File: src/rtl/mips_pkg.sv
// Shared pipeline-control definitions: mult/div FSM encoding, register zero and latency defaults.
package mips_pkg;

    typedef enum logic [1:0] {
        RUN     = 2'd0,
        MD_BUSY = 2'd1,
        MD_DONE = 2'd2
    } md_state_t;

    localparam logic [4:0]  ZERO_REG          = 5'd0;
    localparam int unsigned MULDIV_CYCLES_DEF = 32;
    localparam int unsigned MD_CNT_W          = 6;

endpackage

File: src/rtl/md_counter.sv
// Mult/div occupancy down-counter: parallel load, decrement, zero flag.
module md_counter
    import mips_pkg::*;
(
    input  logic                clk,
    input  logic                rst,
    input  logic                load,
    input  logic [MD_CNT_W-1:0] load_val,
    input  logic                dec,
    output logic                zero
);

    logic [MD_CNT_W-1:0] cnt;

    always_ff @(posedge clk) begin
        if (!rst) begin
            cnt <= '0;
        end else if (load) begin
            cnt <= load_val;
        end else if (dec && (cnt != '0)) begin
            cnt <= cnt - MD_CNT_W'(1);
        end
    end

    assign zero = (cnt == '0);

endmodule

File: src/rtl/hazard_ctrl.sv
// Pipeline hazard controller: load-use and HI/LO stalls, branch flush, mult/div occupancy tracking.
module hazard_ctrl
    import mips_pkg::*;
#(
    parameter int unsigned MULDIV_CYCLES = MULDIV_CYCLES_DEF,
    parameter int unsigned CNT_W         = 16
) (
    input  logic             clk,
    input  logic             rst,
    input  logic [4:0]       idRs,
    input  logic [4:0]       idRt,
    input  logic             idUsesHiLo,
    input  logic             exMemRead,
    input  logic [4:0]       exRt,
    input  logic             exMdStart,
    input  logic             branchTaken,
    output logic             pcWrite,
    output logic             ifidWrite,
    output logic             ifidFlush,
    output logic             idexBubble,
    output logic             hiloWrite,
    output logic             mdBusy,
    output logic [CNT_W-1:0] stallCount
);

    // Issue edge counts as the first busy cycle and MD_DONE as the last.
    localparam logic [MD_CNT_W-1:0] MD_LOAD_VAL = MD_CNT_W'(MULDIV_CYCLES - 2);

    md_state_t        state, state_next;
    logic             md_load, md_dec, md_zero;
    logic             load_use, hilo_stall, busy;
    logic [CNT_W-1:0] stall_cnt;

    md_counter u_md_counter (
        .clk      (clk),
        .rst      (rst),
        .load     (md_load),
        .load_val (MD_LOAD_VAL),
        .dec      (md_dec),
        .zero     (md_zero)
    );

    always_ff @(posedge clk) begin
        if (!rst) state <= RUN;
        else      state <= state_next;
    end

    always_comb begin
        state_next = state;
        md_load    = 1'b0;
        md_dec     = 1'b0;
        case (state)
            RUN: begin
                if (exMdStart && !branchTaken) begin
                    md_load    = 1'b1;
                    state_next = MD_BUSY;
                end
            end
            MD_BUSY: begin
                md_dec = 1'b1;
                if (md_zero) state_next = MD_DONE;
            end
            MD_DONE: state_next = RUN;
            default: state_next = RUN;
        endcase
    end

    assign busy       = (state != RUN);
    assign load_use   = exMemRead && (exRt != ZERO_REG) && ((exRt == idRs) || (exRt == idRt));
    assign hilo_stall = idUsesHiLo && busy;

    // Reset forces idle outputs so a held reset never stalls or commits HI/LO.
    always_comb begin
        pcWrite    = 1'b1;
        ifidWrite  = 1'b1;
        ifidFlush  = 1'b0;
        idexBubble = 1'b0;
        hiloWrite  = 1'b0;
        mdBusy     = 1'b0;
        if (rst) begin
            mdBusy    = busy;
            hiloWrite = (state == MD_DONE);
            if (branchTaken) begin
                ifidFlush  = 1'b1;
                idexBubble = 1'b1;
            end else if (load_use || hilo_stall) begin
                pcWrite    = 1'b0;
                ifidWrite  = 1'b0;
                idexBubble = 1'b1;
            end
        end
    end

    always_ff @(posedge clk) begin
        if (!rst) begin
            stall_cnt <= '0;
        end else if (!pcWrite && (stall_cnt != '1)) begin
            stall_cnt <= stall_cnt + CNT_W'(1);
        end
    end

    assign stallCount = stall_cnt;

endmodule

File: config.mk
export PLATFORM = sky130hd
export DESIGN_NAME = hazard_ctrl
export DESIGN_NICKNAME = d
export VERILOG_FILES = /design/src/rtl/mips_pkg.sv /design/src/rtl/md_counter.sv /design/src/rtl/hazard_ctrl.sv
export SDC_FILE = /design/constraint.sdc
export NUM_CORES = 1
export LEC_CHECK = 0
export ABC_AREA = 1
export CAP_MARGIN = 20
export CORE_MARGIN = 2
export CORE_UTILIZATION = 49
export DETAILED_ROUTE_END_ITERATION = 8
export GPL_TIMING_DRIVEN = 0
export HOLD_SLACK_MARGIN = 0.02
export PLACE_DENSITY_LB_ADDON = 0.08
export SLEW_MARGIN = 40
export SYNTH_ARGS = -nofsm -noshare
export SYNTH_HDL_FRONTEND = slang
export SYNTH_SLANG_ARGS = --single-unit
File: constraint.sdc
create_clock -name clk -period 3.1 [get_ports clk]
set_clock_uncertainty 0.15 [all_clocks]
set_input_delay 0.93 -clock clk [delete_from_list [all_inputs] [get_ports clk]]
set_output_delay 0.93 -clock clk [all_outputs]
set_load 0.02 [all_outputs]
==> results by group <==
Run status
  • Status: completed

Power and ir drop
  • Leakage power: 1.10 nW
  • Net Sw Power: 0.000192 W
  • Clk pwr share: 32.3%
  • Comb power frac: 21.1%
  • Cell Int Power: 0.000515 W
  • Net Sw Frac: 27.2%
  • Peak VDD IR: 0.246 mV
  • Pwr Density: 320 nW/um^2
  • Flop pwr share: 46.6%

Setup path
  • Setup slack, reg-to-reg: 1320 ps
  • Largest fanout on the critical path: 2
  • Crit path DAT: 1980 ps
  • Reg2Reg Depth: 10
  • Setup crit start: idUsesHiLo
  • Critical path class: in2out
  • Critical Path End Type: output port
  • CP Launch Type: input port
  • Worst path required time: 2020 ps
  • R2r endpoint: stallCount[10]
  • Critical Path Sink: pcWrite
  • Reg2reg start: stallCount[1]

Yosys
  • Ys Warns: 0
  • Avg Cell Area, Syn: 6.06 sq um
  • Syn_nets: 303
  • Top cells by area, synth: dfxtp_1 28%, nand2_1 18%, inv_1 11%, nor2_1 10%, nand3_1 5.0%
  • Most common cell in the netlist: nand2_1
  • Netlist cell types: 28
  • Async SR Flop Fraction: 0%
  • Register area share after synthesis: 28.4%
  • Yosys top cell by area: dfxtp_1
  • Register bit count reported by yosys: 24
  • Post-Syn Instances: 279
  • Synth top area share: 28.4%
  • Post-synth EDFFs: 0
  • Post-synth top flop: dfxtp_1
  • Synth Cell Area: 1690 sq um
  • Synth top cells by count: 79 x nand2_1, 48 x inv_1, 47 x nor2_1, 24 x dfxtp_1, 17 x nand3_1

STA
  • Endpoints failing setup: 0
  • Fmax: 327 MHz
  • Tmin final: 3060 ps
  • Final Hold Fails: 0
  • Crit share post-route: 98.7%
  • Final Max Tran Viols: 0
  • Max transition margin: 71.9%
  • Worst-Margin Slew: 419 ps
  • Post-route setup slack: 41.6 ps
  • RSZ-0062 raised after global routing: false

Global routing
  • Vias in the first global route: 1580
  • Initial antenna violation count: 0
  • All-Layer GR Usage: 20.5%
  • Global route overflow: 0
  • First-pass GRT wire length: 6.62 mm
  • Largest net degree at the start of global routing: 15

Die
  • CORE AREA: 3340 sq um
  • Die H: 62.8 um
  • Initial Util: 50.7%
  • Area of the die: 3940 sq um
  • Die Wd: 62.8 um
  • IO Pins: 43
  • Core Rows: 21

Clock network
  • H-tree depth: 1
  • Number of buffers on the longest clock path: 2
  • Clock Sinks: 24
  • Reg clk slew, reported paths: 140 ps
  • Skew-Pair Late Insertion Delay: 310 ps
  • Root buf cell: clkbuf_4
  • CTS Buf Count: 3
  • CTS tree: yes

Placed design
  • Cells after DPL: 366
  • Port bufs: 41
  • DP Area: 2160 sq um
  • Final Wtd Congestion: 0.870
  • Post-DP HPWL: 2.78 mm
  • Pre-CTS setup slack: -946 ps

Drt
  • Total number of vias: 1721
  • Drt total wl: 3.60 mm
  • Wire length per cell: 9.74 um
  • DRC viols: 0
  • First DRT Iteration DRCs: 70
  • Final ANT Viol Nets: 0
  • TritonRoute pass-1 iters: 4
  • Avg Vias per Cell: 4.65

Run
  • Max Cap Violations: 0

Cells and area
  • Util after Layout: 66.2%
  • Layout area overhead: 30.6%
  • Layout cells sized above 1: 17.0%
  • Final net count: 349
  • # diodes: 0
  • FILL cells: 345
  • Final Instance Area: 2210 sq um
  • Final std cells w/o fill: 370

Worst hold path
  • Cells on Worst Hold Path: 2
  • Hold/Removal Path Class: reg2reg
==> final cells by class <==
class | count | area [sq um] | area share [%]
clock inverter | 1 | 30.0 | 1.36
sequential | 24 | 480 | 21.7
timing repair buffer | 42 | 369 | 16.7
clock buffer | 3 | 22.5 | 1.02
multi-input combinational | 196 | 996 | 45.1
buffer | 7 | 62.6 | 2.83
inverter | 51 | 191 | 8.66
tap | 46 | 57.6 | 2.60
==> sequential cells by signal, indices dropped and copies added (netlist names) <==
name              cells
stallCount           16
u_md_counter.cnt      6
state                 2
==> routing by layer <==
| layer | vias to the layer above | wire (um) | part of all wire, % | GRT usage [%] |
|---|---|---|---|---|
| met5 | - | 0 | 0 | 0 |
| met4 | 0 | 24 | 0.67 | 5.83 |
| met3 | 2 | 194 | 5.4 | 3.96 |
| met2 | 38 | 1670 | 46 | 35.2 |
| met1 | 738 | 1710 | 48 | 26.0 |
| li1 | 943 | - | - | - |
==> critical path, cell delays in order <==
cell             delay, ps
clkdlybuf4s50_1        470
o21ai_1                160
nand2_8                130
nand2_4                 50
buf_4                  130
buf_6                  120
==> worst min path at each step <==
stage | slack (ps) | from | to
floorplan | 290 | u_md_counter.cnt[0] | u_md_counter.cnt[0]
global placement | 310 | u_md_counter.cnt[0] | u_md_counter.cnt[0]
detailed placement | 320 | u_md_counter.cnt[0] | u_md_counter.cnt[0]
CTS | 340 | u_md_counter.cnt[0] | u_md_counter.cnt[0]
global route | 380 | u_md_counter.cnt[0] | u_md_counter.cnt[0]
finish | 340 | u_md_counter.cnt[0] | u_md_counter.cnt[0]
==> cell families (layout without fill, tap and decap cells) <==
group / count (synthesis) / in the layout / share of synthesized area [%]
buf+inv: 59 / 104 / 14.9
xor+xnor: 6 / 6 / 3.11
flops: 24 / 24 / 28.4
fa+ha+maj: 3 / 3 / 2.22
compound gates: 12 / 12 / 3.62
simple gates: 175 / 175 / 47.8
==> layout by cell type (no fill, tap or decap), drive strengths merged <==
| master | instances |
|---|---|
| or2 | 1 |
| ha | 3 |
| o21ai | 3 |
| clkdlybuf4s50 | 18 |
| inv | 51 |
| buf | 17 |
| dlymetal6s2s | 1 |
| and2 | 1 |
| nor2 | 53 |
| dlygate4sd2 | 6 |
| nand3 | 22 |
| nor4 | 1 |
| dfxtp | 24 |
| nand4 | 13 |
| xnor2 | 3 |
| bufinv | 1 |
| clkbuf | 10 |
| nand2 | 83 |
| a31oi | 1 |
| xor2 | 3 |
| a21oi | 8 |
| nor3b | 1 |
==> power groups by stage <==
stage / registers [W] / clock network, W / logic (W)
after global routing: 0.000332 / 0.000253 / 0.000168
after floorplan: 0.000337 / 0 / 0.0000900
after CTS: 0.000330 / 0.000239 / 0.000149
after global placement: 0.000336 / 0 / 0.000148
final: 0.000330 / 0.000228 / 0.000149
after detailed placement: 0.000336 / 0 / 0.000150
==> metrics by stage <==
| stage | hold slack (ps) | total power [W] | TNS [ps] |
|---|---|---|---|
| 2_1_floorplan | 291 | 0.000427 | 0 |
| 3_3_place_gp | 305 | 0.000485 | -2980 |
| 3_5_place_dp | 318 | 0.000486 | -3050 |
| 4_1_cts | 338 | 0.000718 | -11.3 |
| 5_1_grt | 382 | 0.000753 | 0 |
| 6_report | 337 | 0.000707 | 0 |
==> what timing repair did <==
item	CTS	global route
hold buffers	0	0
resized for setup	57	34
pin swaps	10	17
setup endpoints to repair	6	3
endpoints found under the hold margin	0	0
setup buffers	1	0
No activity file was read; power rests on OpenSTA's default activity.
